File: src/rtl/seq_div_pkg.sv
// Shared types and defaults for the sequential restoring divider.
// Holds the FSM state encoding and the default divisor width N.
// No logic; imported by div_step and seq_div32.
package seq_div_pkg;

  // Default divisor/quotient/remainder width; dividend is 2*DEF_N bits.
  localparam int DEF_N = 16;

  typedef enum logic [1:0] {
    IDLE = 2'd0,
    CALC = 2'd1,
    DONE = 2'd2
  } state_t;

endpackage

File: src/rtl/div_step.sv
// Purpose: one restoring-division step (shift in a dividend bit, trial subtract).
// Latency: purely combinational, zero cycles.
// Backpressure: none; the caller decides when to register the result.
//
// Ports:
//   prem      - current partial remainder (N+1 bits, MSB is always 0 in use)
//   divisor   - N-bit divisor
//   dbit      - next dividend bit, fed MSB-first
//   prem_next - partial remainder after the step
//   qbit      - quotient bit produced by the step
module div_step
  import seq_div_pkg::*;
#(
  parameter int N = DEF_N
) (
  input  logic [N:0]   prem,
  input  logic [N-1:0] divisor,
  input  logic         dbit,
  output logic [N:0]   prem_next,
  output logic         qbit
);

  logic [N+1:0] shifted;
  logic [N+1:0] diff;

  // One extra bit above the shifted remainder so the borrow of the trial
  // subtraction lands in diff[N+1] and acts as the sign.
  assign shifted   = {prem, dbit};
  assign diff      = shifted - {2'b00, divisor};
  assign qbit      = ~diff[N+1];
  assign prem_next = qbit ? diff[N:0] : shifted[N:0];

endmodule

File: src/rtl/seq_div32.sv
// Purpose: unsigned 2N/N sequential restoring divider with valid/ready handshakes.
// Latency: N cycles from accept to out_valid (1 cycle for detected errors).
// Backpressure: result held in DONE until out_ready; in_ready only in IDLE.
//
// Ports:
//   clk, rst_n           - clock, asynchronous active-low reset
//   in_valid / in_ready  - operand handshake (dividend 2N bits, divisor N bits)
//   out_valid / out_ready- result handshake (quotient, remainder, err)
//
// Build option: define SEQ_DIV32_ERR_DETECT_EN to flag divide-by-zero and
// quotient overflow (err=1, quotient all ones, remainder = dividend low half)
// after a single cycle. Without it err is always 0 and every division takes
// N steps.
module seq_div32
  import seq_div_pkg::*;
#(
  parameter int N = DEF_N
) (
  input  logic           clk,
  input  logic           rst_n,
  input  logic           in_valid,
  output logic           in_ready,
  input  logic [2*N-1:0] dividend,
  input  logic [N-1:0]   divisor,
  output logic           out_valid,
  input  logic           out_ready,
  output logic [N-1:0]   quotient,
  output logic [N-1:0]   remainder,
  output logic           err
);

  localparam int CW = (N > 1) ? $clog2(N) : 1;

  state_t        state_q, state_d;
  logic [CW-1:0] cnt_q;
  logic [N-1:0]  dlo_q;   // low dividend half, shifted out MSB-first
  logic [N-1:0]  dvs_q;
  logic [N-1:0]  quo_q;
  logic [N:0]    rem_q;
  logic          err_q;

  logic          err_chk;
  logic [N:0]    prem_next;
  logic          qbit;

`ifdef SEQ_DIV32_ERR_DETECT_EN
  // The quotient only fits in N bits when the high dividend half is below
  // the divisor; that test also covers divisor == 0.
  assign err_chk = (divisor == '0) || (dividend[2*N-1:N] >= divisor);
`else
  assign err_chk = 1'b0;
`endif

  div_step #(.N(N)) u_step (
    .prem      (rem_q),
    .divisor   (dvs_q),
    .dbit      (dlo_q[N-1]),
    .prem_next (prem_next),
    .qbit      (qbit)
  );

  always_ff @(posedge clk or negedge rst_n) begin
    if (!rst_n) begin
      state_q <= IDLE;
    end else begin
      state_q <= state_d;
    end
  end

  always_comb begin
    state_d   = state_q;
    in_ready  = 1'b0;
    out_valid = 1'b0;
    case (state_q)
      IDLE: begin
        in_ready = 1'b1;
        if (in_valid) state_d = CALC;
      end
      CALC: begin
        // Errored operands skip the iteration: one CALC cycle, then DONE.
        if (err_q || (cnt_q == CW'(N-1))) state_d = DONE;
      end
      DONE: begin
        out_valid = 1'b1;
        if (out_ready) state_d = IDLE;
      end
      default: state_d = IDLE;
    endcase
  end

  always_ff @(posedge clk or negedge rst_n) begin
    if (!rst_n) begin
      cnt_q <= '0;
      dlo_q <= '0;
      dvs_q <= '0;
      quo_q <= '0;
      rem_q <= '0;
      err_q <= 1'b0;
    end else if (state_q == IDLE && in_valid) begin
      cnt_q <= '0;
      dlo_q <= dividend[N-1:0];
      dvs_q <= divisor;
      err_q <= err_chk;
      if (err_chk) begin
        quo_q <= '1;
        rem_q <= {1'b0, dividend[N-1:0]};
      end else begin
        quo_q <= '0;
        rem_q <= {1'b0, dividend[2*N-1:N]};
      end
    end else if (state_q == CALC && !err_q) begin
      rem_q <= prem_next;
      quo_q <= {quo_q[N-2:0], qbit};
      dlo_q <= {dlo_q[N-2:0], 1'b0};
      cnt_q <= cnt_q + CW'(1);
    end
  end

  assign quotient  = quo_q;
  assign remainder = rem_q[N-1:0];
  assign err       = err_q;

endmodule

File: config.mk
export PLATFORM = sky130hd
export DESIGN_NAME = seq_div32
export DESIGN_NICKNAME = d
export VERILOG_FILES = /design/src/rtl/seq_div_pkg.sv /design/src/rtl/div_step.sv /design/src/rtl/seq_div32.sv
export SDC_FILE = /design/constraint.sdc
export NUM_CORES = 1
export LEC_CHECK = 0
export ABC_AREA = 1
export BUFFER_PORTS_ARGS = -buffer_cell sky130_fd_sc_hd__buf_2
export CAP_MARGIN = 25
export CORE_MARGIN = 2
export CORE_UTILIZATION = 28
export DETAILED_ROUTE_END_ITERATION = 10
export SLEW_MARGIN = 20
export SYNTH_ARGS = -nofsm -noshare
export SYNTH_HDL_FRONTEND = slang
export SYNTH_SLANG_ARGS = --single-unit
File: constraint.sdc
create_clock -name clk -period 2.8 [get_ports clk]
set_input_delay 0.14 -clock clk [delete_from_list [all_inputs] [get_ports clk]]
set_output_delay 0.14 -clock clk [all_outputs]
set_load 0.02 [all_outputs]
* Yosys cells after proc, flatten, opt, wreduce, memory -nomap -nowiden *
Index checks and enable logic that the tools add are counted.

operators by class
  bitwise logic cells = 1
  add/subtract/negate cells = 2
  eq/ne operators = 6
  reductions and logical operators = 4
  muxes and demuxes = 15

operator list
  kind                   count
  $mux W16               4
  $mux W17               3
  $sub A18 B16 Y18       1
  $mux W4                2
  $mux W2                3
  $ne A2 B2 Y1 const B   3
  $pmux W2 S3            1
  $add A4 B1 Y4 const B  1
  $eq A4 B4 Y1 const B   1
  $reduce_and A3 Y1      1
  $eq A2 B1 Y1 const B   1
  $eq A2 B2 Y1 const B   1
  $logic_not A2 Y1       1
  $mux W1                2
  $reduce_bool A2 Y1     1
  $logic_and A1 B1 Y1    1
  $not A1 Y1             1

storage, ports and cells
  output and inout port bits = 35
  logic and storage cells = 34
  input bits = 52
  register bits after elaboration = 71

* Depth between registers and ports, before layout *
Gate-level depths: netlist (run 1).

  depth after elaboration = 4
  gate-level depth with buffers = 16
  mapped depth without buffers = 15

* By module *
A second synthesis (run 1) with hierarchy kept.

second synthesis, totals
  cell total of the unflattened synthesis = 654
  area total of the unflattened synthesis = 4734.5 µm²

by module, submodules not included
  module     instances  area each (µm²)  cells an instance  sequential area each (µm²)
  seq_div32  1          3074.2           353                1776.7
  div_step   1          1660.3           301                0.0

* Worst setup path after synthesis (run 1) *
Ideal clock, no wire load.

  kind = register -> register
  start = reg rem_q[7]
  end = reg rem_q[12]
  data required time = 2.684 ns
  arrival time = 1.786 ns
  library setup time = 0.116 ns
  slack = 0.898 ns
  path buffers = 1
  stages on the path, launching flop included = 15
  period minus slack after synthesis = 1.902 ns
  path through = dfrtp_1 -> ha_1 -> nand2_2 -> inv_2 -> nand2_1 -> nand2_2 -> inv_4 -> nand3_2 -> nand2_4 -> nand3_4 -> buf_8 -> nand3_1 -> nand3_1 -> nand2_1 -> nand2_1

between the ends
  word-level cells in the longest chain between the ends = 4

ends and longest elaborated chain
  element                   line              text
  start: declaration        seq_div32.sv:39   logic [N:0] rem_q;
  start signal: assignment  seq_div32.sv:106  rem_q <= {1'b0, dividend[N-1:0]};
  start signal: assignment  seq_div32.sv:109  rem_q <= {1'b0, dividend[2*N-1:N]};
  start signal: assignment  seq_div32.sv:112  rem_q <= prem_next;
  $sub A18 B16 Y18          div_step.sv:29    assign diff = shifted - {2'b00, divisor};
  $mux W17                  div_step.sv:31    assign prem_next = qbit ? diff[N:0] : shifted[N:0];
  $mux W17                  seq_div32.sv:111  end else if (state_q == CALC && !err_q) begin
  $mux W17                  seq_div32.sv:99   end else if (state_q == IDLE && in_valid) begin

Every way passes these cells. The select of a mux whose other input is x is not followed.
A chain may end at the register's enable or synchronous reset.

* Worst setup path in the final report (run 1) *
  start = reg rem_q[7]
  end = reg rem_q[16]

Same word-level chain as after synthesis.

==> reports/qor.txt, run 1 <==
status: completed
top_reg_cell synth: dfrtp_1
chip height: 133 µm
Pleak: 2.98 nW
synth unique cells: 37
Detailed Route WL: 11900 µm
Critical Path Fanout Max: 17
Seq pwr share: 0.219
Worst Path Required: 3.02 ns
worst clock skew: 0.00736 ns
hold depth: 3
IO Port Bufs: 85
DRC Markers: 0
clock share of power: 0.144
htree depth: 3
Pwr Total: 8.38 mW
Routed WL per cell: 13.0 µm
Pre-antenna DRT Iters: 4
Pwr Density: 1500 mW/mm²
Die X: 133 µm
via count of the first global-routing pass: 4061
number of CTS-inserted buffers: 9
gr usage total: 0.141
number of cells on the worst reg-to-reg path: 13
fin crit share: 0.791
Final min period: 2.21 ns
deepest clock path buffer count: 2
Post-synth EDFFs: 0
dpl ws: 0.567 ns
final net count: 764
initial core utilization: 0.284
CTS root buf: clkbuf_16
fillers: 1774
grt total ovfl: 0
Setup crit end kind: register
via count: 4051
Hold Crit Class: primary input to register
sink count of the clock tree: 71
Post-Syn Instances: 620
final hold vios: 0
Worst Path Arrival: 2.44 ns
area grow syn2layout: 19.8%
post-synth net total: 690
Worst-path clk slew: 0.07 ns
DRT iter0 DRCs: 161
sequential-to-total area share from yosys stat: 0.382
first-pass GRT wire length: 20000 µm
Syn Area/Cell: 7.51 µm²
GPL Wtd Cong: 0.853
Synth Register Bits: 71
switching power: 4.24 mW
Net Sw Frac: 0.506
clk_lat worst skew: 0.34 ns
total negative setup slack: 0 ns
Comb pwr share: 0.637
asr flop ratio synth: 1.00
row count: 47
internal power: 4.14 mW
Setup crit start kind: register
share of layout cells above drive strength 1: 0.220
TritonCTS clock tree: done
n_diodes: 0
via/cell ratio: 4.41
Final Max Tran Viols: 0
core area: 0.0164 mm²
Max Freq: 0.452 GHz
Finish-stage setup viols: 0
RSZ-0062 raised after global routing: no
kind of critical path: register to register
die area: 0.0177 mm²
largest net degree at the start of global routing: 49
Max IR drop VDD: 0.492 mV
Syn Std Cell Area: 0.00465 mm²
setup ws final: 0.586 ns
HPWL Detailed: 8860 µm
I/O pin count: 87
number of max-cap violations: 0
ANT nets after route: 0
number of antenna violations at the first check in global routing: 0
yosys warns: 0
most frequent cells in the layout: 181 x nand2_1, 111 x inv_1, 85 x buf_2, 71 x dfrtp_1, 45 x nand3_1
most common cell after layout, fill and taps aside: nand2_1
critical path, cell delays in order, from the launching register on:
cell and delay [ns]:
dfrtp_1 0.44, ha_1 0.40, nand2_2 0.15, inv_2 0.05, nand2_1 0.07, nand2_2 0.07, inv_4 0.05, nand3_2 0.10
nand2_4 0.11, nand3_4 0.25, nand2_1 0.20, nand2_1 0.06, nand3_1 0.07, o21ai_1 0.06
cells in the mapped netlist (5+ instances only):
cell | n | area, µm²
o221ai_1 | 13 | 114
inv_2 | 6 | 22.5
ha_1 | 17 | 213
o22ai_1 | 15 | 93.8
nand3_2 | 22 | 220
clkbuf_1 | 8 | 30.0
xor2_1 | 5 | 43.8
nor2_1 | 13 | 48.8
a21oi_1 | 9 | 45.0
inv_1 | 111 | 417
nand3_1 | 45 | 225
o21ai_0 | 38 | 190
nand2_1 | 181 | 679
dfrtp_1 | 71 | 1780
buf_2 | 7 | 35.0
buf_4 | 17 | 128
path summary, 6_finish.rpt:
path                                           from                       end  slack, ns
max                            rem_q[7]$_DFFE_PN0P_     rem_q[16]$_DFFE_PN0P_       0.59
min                                      divisor[0]      dvs_q[0]$_DFFE_PN0P_      0.002
max reg2reg                    rem_q[7]$_DFFE_PN0P_     rem_q[16]$_DFFE_PN0P_       0.59
min reg2reg                quotient[15]$_DFFE_PN0P_  quotient[15]$_DFFE_PN0P_       0.50
max in group asynchronous                     rst_n      dvs_q[9]$_DFFE_PN0P_       1.84
min in group asynchronous                     rst_n      dlo_q[5]$_DFFE_PN0P_       0.26
state kept, by name, summed over array words and instances, names as in the netlist:
name,cells
state_q,2
dlo_q,16
quotient,16
rem_q,17
cnt_q,4
dvs_q,16
per-layer routing:
metal | routed length, µm | share of wire | vias to the layer above | GRT usage
li1 | - | - | 2101 | -
met3 | 446 | 0.037 | 8 | 0.0352
met5 | 0 | 0 | - | 0
met2 | 5530 | 0.46 | 63 | 0.229
met4 | 134 | 0.011 | 0 | 0.0376
met1 | 5820 | 0.49 | 1879 | 0.188
power groups by stage:
stage / Sequential (mW) / Clock [mW] / Combinational [mW]
4_1_cts: 1.84 / 1.25 / 5.38
3_3_place_gp: 1.84 / 0 / 5.28
3_5_place_dp: 1.85 / 0 / 5.34
6_report: 1.84 / 1.21 / 5.34
5_1_grt: 1.89 / 1.29 / 6.10
2_1_floorplan: 1.89 / 0 / 4.32
repair_timing:
action / CTS / global route
hold buffers: 9 / 0
gates resized for setup: 0 / 0
endpoints found under the hold margin: 42 / 0
buffers inserted: 0 / 0
endpoints found under the setup margin: 0 / 0
kinds of logic after synthesis:
kind of cell | synth area share
AND/OR/NAND/NOR | 0.292
buffers and inverters | 0.155
AO/OA/AOI/OAI | 0.107
flip-flops | 0.382
adder cells (fa/ha/maj) | 0.0500
XOR/XNOR | 0.0132
other | 0.000806
layout make-up:
cell class	instances	area (µm²)	share of cell area
Clock inverter	6	75.1	0.0135
Clock buffer	10	239	0.0429
Inverter	118	445	0.0799
Timing Repair Buffer	102	608	0.109
Multi-Input combinational cell	392	2150	0.387
Sequential cell	71	1780	0.319
Tap cell	220	275	0.0494
stage by stage:
step / hold slack (ns) / utilization / cells / cell area [µm²]
detailed placement: 0.322 / 0.313 / 893 / 5140
global route: 0.00936 / 0.340 / 919 / 5570
finish: 0.00188 / 0.340 / 919 / 5570
floorplan: -0.156 / - / 620 / 4650
CTS: 0.000337 / 0.338 / 918 / 5550
global placement: 0.320 / 0.313 / 893 / 5140
(Power assumes the default switching activity.)
==> inputs of run 2 (changes only) <==
Clock period 2.8 ns to 2.1 ns, I/O delays scaled along.
==> run 2 against run 1 <==
Against the previous run: register-to-register slack got worse by 0.44 ns; sequential power rose by 30%; die area did not move; critical path type unchanged.
==> reports/qor.txt, run 2 (synthesis gave the netlist of run 1 again) <==
status: completed
most common cell after layout, fill and taps aside: nand2_1
Setup crit end kind: register
CTS root buf: clkbuf_16
CP peak stage delay: 0.44 ns (about the same)
worst hold slack: 0.0111 ns (+0.00920 ns)
slowest cell on the critical path: dfrtp_2
I/O pin count: 87 (unchanged)
Pwr Total: 12.7 mW (+52%)
htree depth: 3 (unchanged)
Max IR drop VDD: 0.537 mV (+9.1%)
DRT iter0 DRCs: 166 (+3.1%)
number of max-cap violations: 0 (unchanged)
Most flops, register: rem_q
die area: 0.0177 mm² (unchanged)
GPL Wtd Cong: 0.878 (+3.0%)
initial core utilization: 0.284 (unchanged)
crit-path cells: ha_1 > nand2_1 > nor2_2 > nand3_2 > nand3_2 > nand2_4 > nand2_4 > nand2_8 > nand3_1 > nand3_1 > nand2_1 > nand2_1
grt met1 use: 0.197 (+0.00877)
n_diodes: 0 (unchanged)
Worst Path Arrival: 2.19 ns (-0.25 ns)
Routed WL per cell: 13.4 µm (+3.0%)
Pre-antenna DRT Iters: 4 (unchanged)
first-pass GRT wire length: 21900 µm (+9.3%)
share of layout cells above drive strength 1: 0.285 (+0.0648)
Pleak: 3.27 nW (+9.4%)
row count: 47 (unchanged)
clk_lat worst skew: 0.35 ns (about the same)
sink count of the clock tree: 71 (unchanged)
ANT nets after route: 0 (unchanged)
most frequent cells in the layout: 173 x nand2_1, 108 x inv_1, 85 x buf_2, 70 x dfrtp_1, 43 x nand3_1
Critical Path Fanout Max: 17 (unchanged)
Worst Path Required: 2.34 ns (-0.68 ns)
IO Port Bufs: 85 (unchanged)
Hold Crit Class: primary input to register
via/cell ratio: 4.39 (-0.34%)
Finish-stage setup viols: 0 (unchanged)
final core occ: 0.384 (+0.0441)
RSZ-0062 raised after global routing: yes
Die X: 133 µm (unchanged)
final net count: 820 (+7.3%)
grt total ovfl: 0 (unchanged)
area grow syn2layout: 35.3%
via count: 4279 (+5.6%)
number of CTS-inserted buffers: 9 (unchanged)
final hold vios: 0 (unchanged)
met3 usage: 0.0318 (-0.00345)
Final Max Tran Viols: 0 (unchanged)
HPWL Detailed: 9250 µm (+4.4%)
Pwr Density: 2020 mW/mm² (+35%)
gr usage total: 0.156 (+0.0142)
Worst-path clk slew: 0.06 ns (about the same)
Setup crit start kind: register
GRT busiest layer: met2
Max Freq: 0.512 GHz (+13%)
met2 usage: 0.263 (+0.0331)
core area: 0.0164 mm² (unchanged)
largest net degree at the start of global routing: 49 (unchanged)
fillers: 1733 (-2.3%)
via count of the first global-routing pass: 4469 (+10%)
worst clock skew: 0.00533 ns (-0.00202 ns)
chip height: 133 µm (unchanged)
DRC Markers: 0 (unchanged)
Final min period: 1.95 ns (-0.261 ns)
kind of critical path: register to register
deepest clock path buffer count: 2 (unchanged)
Detailed Route WL: 13000 µm (+9.2%)
TritonCTS clock tree: done
CP most frequent cell: nand2_1
max FFs per register: 17 (unchanged)
fin crit share: 0.930 (+0.139)
number of antenna violations at the first check in global routing: 0 (unchanged)
-- run 2: cell count changes in the layout (fill, tap and decap cells not counted), sizes merged --
cell | before | now
bufinv | 1 | 2
clkinv | 0 | 2
dlygate4sd3 | 9 | 32
buf | 93 | 125
inv | 122 | 119
-- run 2: power by group --
group / internal, mW / switching (mW)
Combinational: 3.51 / 5.16
Sequential: 2.04 / 0.367
Clock: 1.04 / 0.622
-- run 2: worst max-delay path, delay by kind of cell, from the launching register on --
| kind | cells | cell delay (ns) |
|---|---|---|
| and+or+nand+nor | 11 | 1.08 |
| adders and majority gates | 1 | 0.31 |
| DFF | 1 | 0.44 |
-- run 2: worst paths after layout --
kind | startpoint | to | slack, ns | depth (start not counted)
max | rem_q[0]$_DFFE_PN0P_ | rem_q[1]$_DFFE_PN0P_ | 0.15 | 12
min | dividend[13] | dlo_q[13]$_DFFE_PN0P_ | 0.01 | 3
max reg2reg | rem_q[0]$_DFFE_PN0P_ | rem_q[1]$_DFFE_PN0P_ | 0.15 | 12
min reg2reg | dvs_q[0]$_DFFE_PN0P_ | dvs_q[0]$_DFFE_PN0P_ | 0.50 | 2
max in group asynchronous | rst_n | rem_q[1]$_DFFE_PN0P_ | 1.54 | 3
min in group asynchronous | rst_n | dlo_q[5]$_DFFE_PN0P_ | 0.11 | 2
-- run 2: repair_timing --
item                                   4_1_cts  5_1_grt
cloned                                       0        1
buffers inserted                             2        2
hold buffers                                32        0
gates resized for setup                      0       35
endpoints found under the hold margin      102        0
pin swaps                                    1        9
setup endpoints to repair                    1       18
-- run 2: routing by layer --
metal,share of wire,vias up
met4,0.017,0
met2,0.47,78
met5,0,-
met1,0.47,1986
li1,-,2203
met3,0.036,12
-- run 2: final cells by class --
class	instances	area (µm²)	share of cell area
multi-input combinational	392	2330	0.371
inverter	118	445	0.0707
sequential	71	1780	0.282
clock buffer	9	225	0.0358
clock inverter	6	93.8	0.0149
tap	220	275	0.0437
timing repair buffer	158	1140	0.182
-- run 2: stage by stage --
step	setup TNS [ns]	std cells	setup WS, ns	area [µm²]
detailed placement	-0.00890	922	-0.00890	5400
CTS	0	971	0.00745	6060
global route	-0.0722	974	-0.0362	6300
finish	0	974	0.147	6300
floorplan	0	620	0.198	4650
global placement	0	922	0.0297	5400
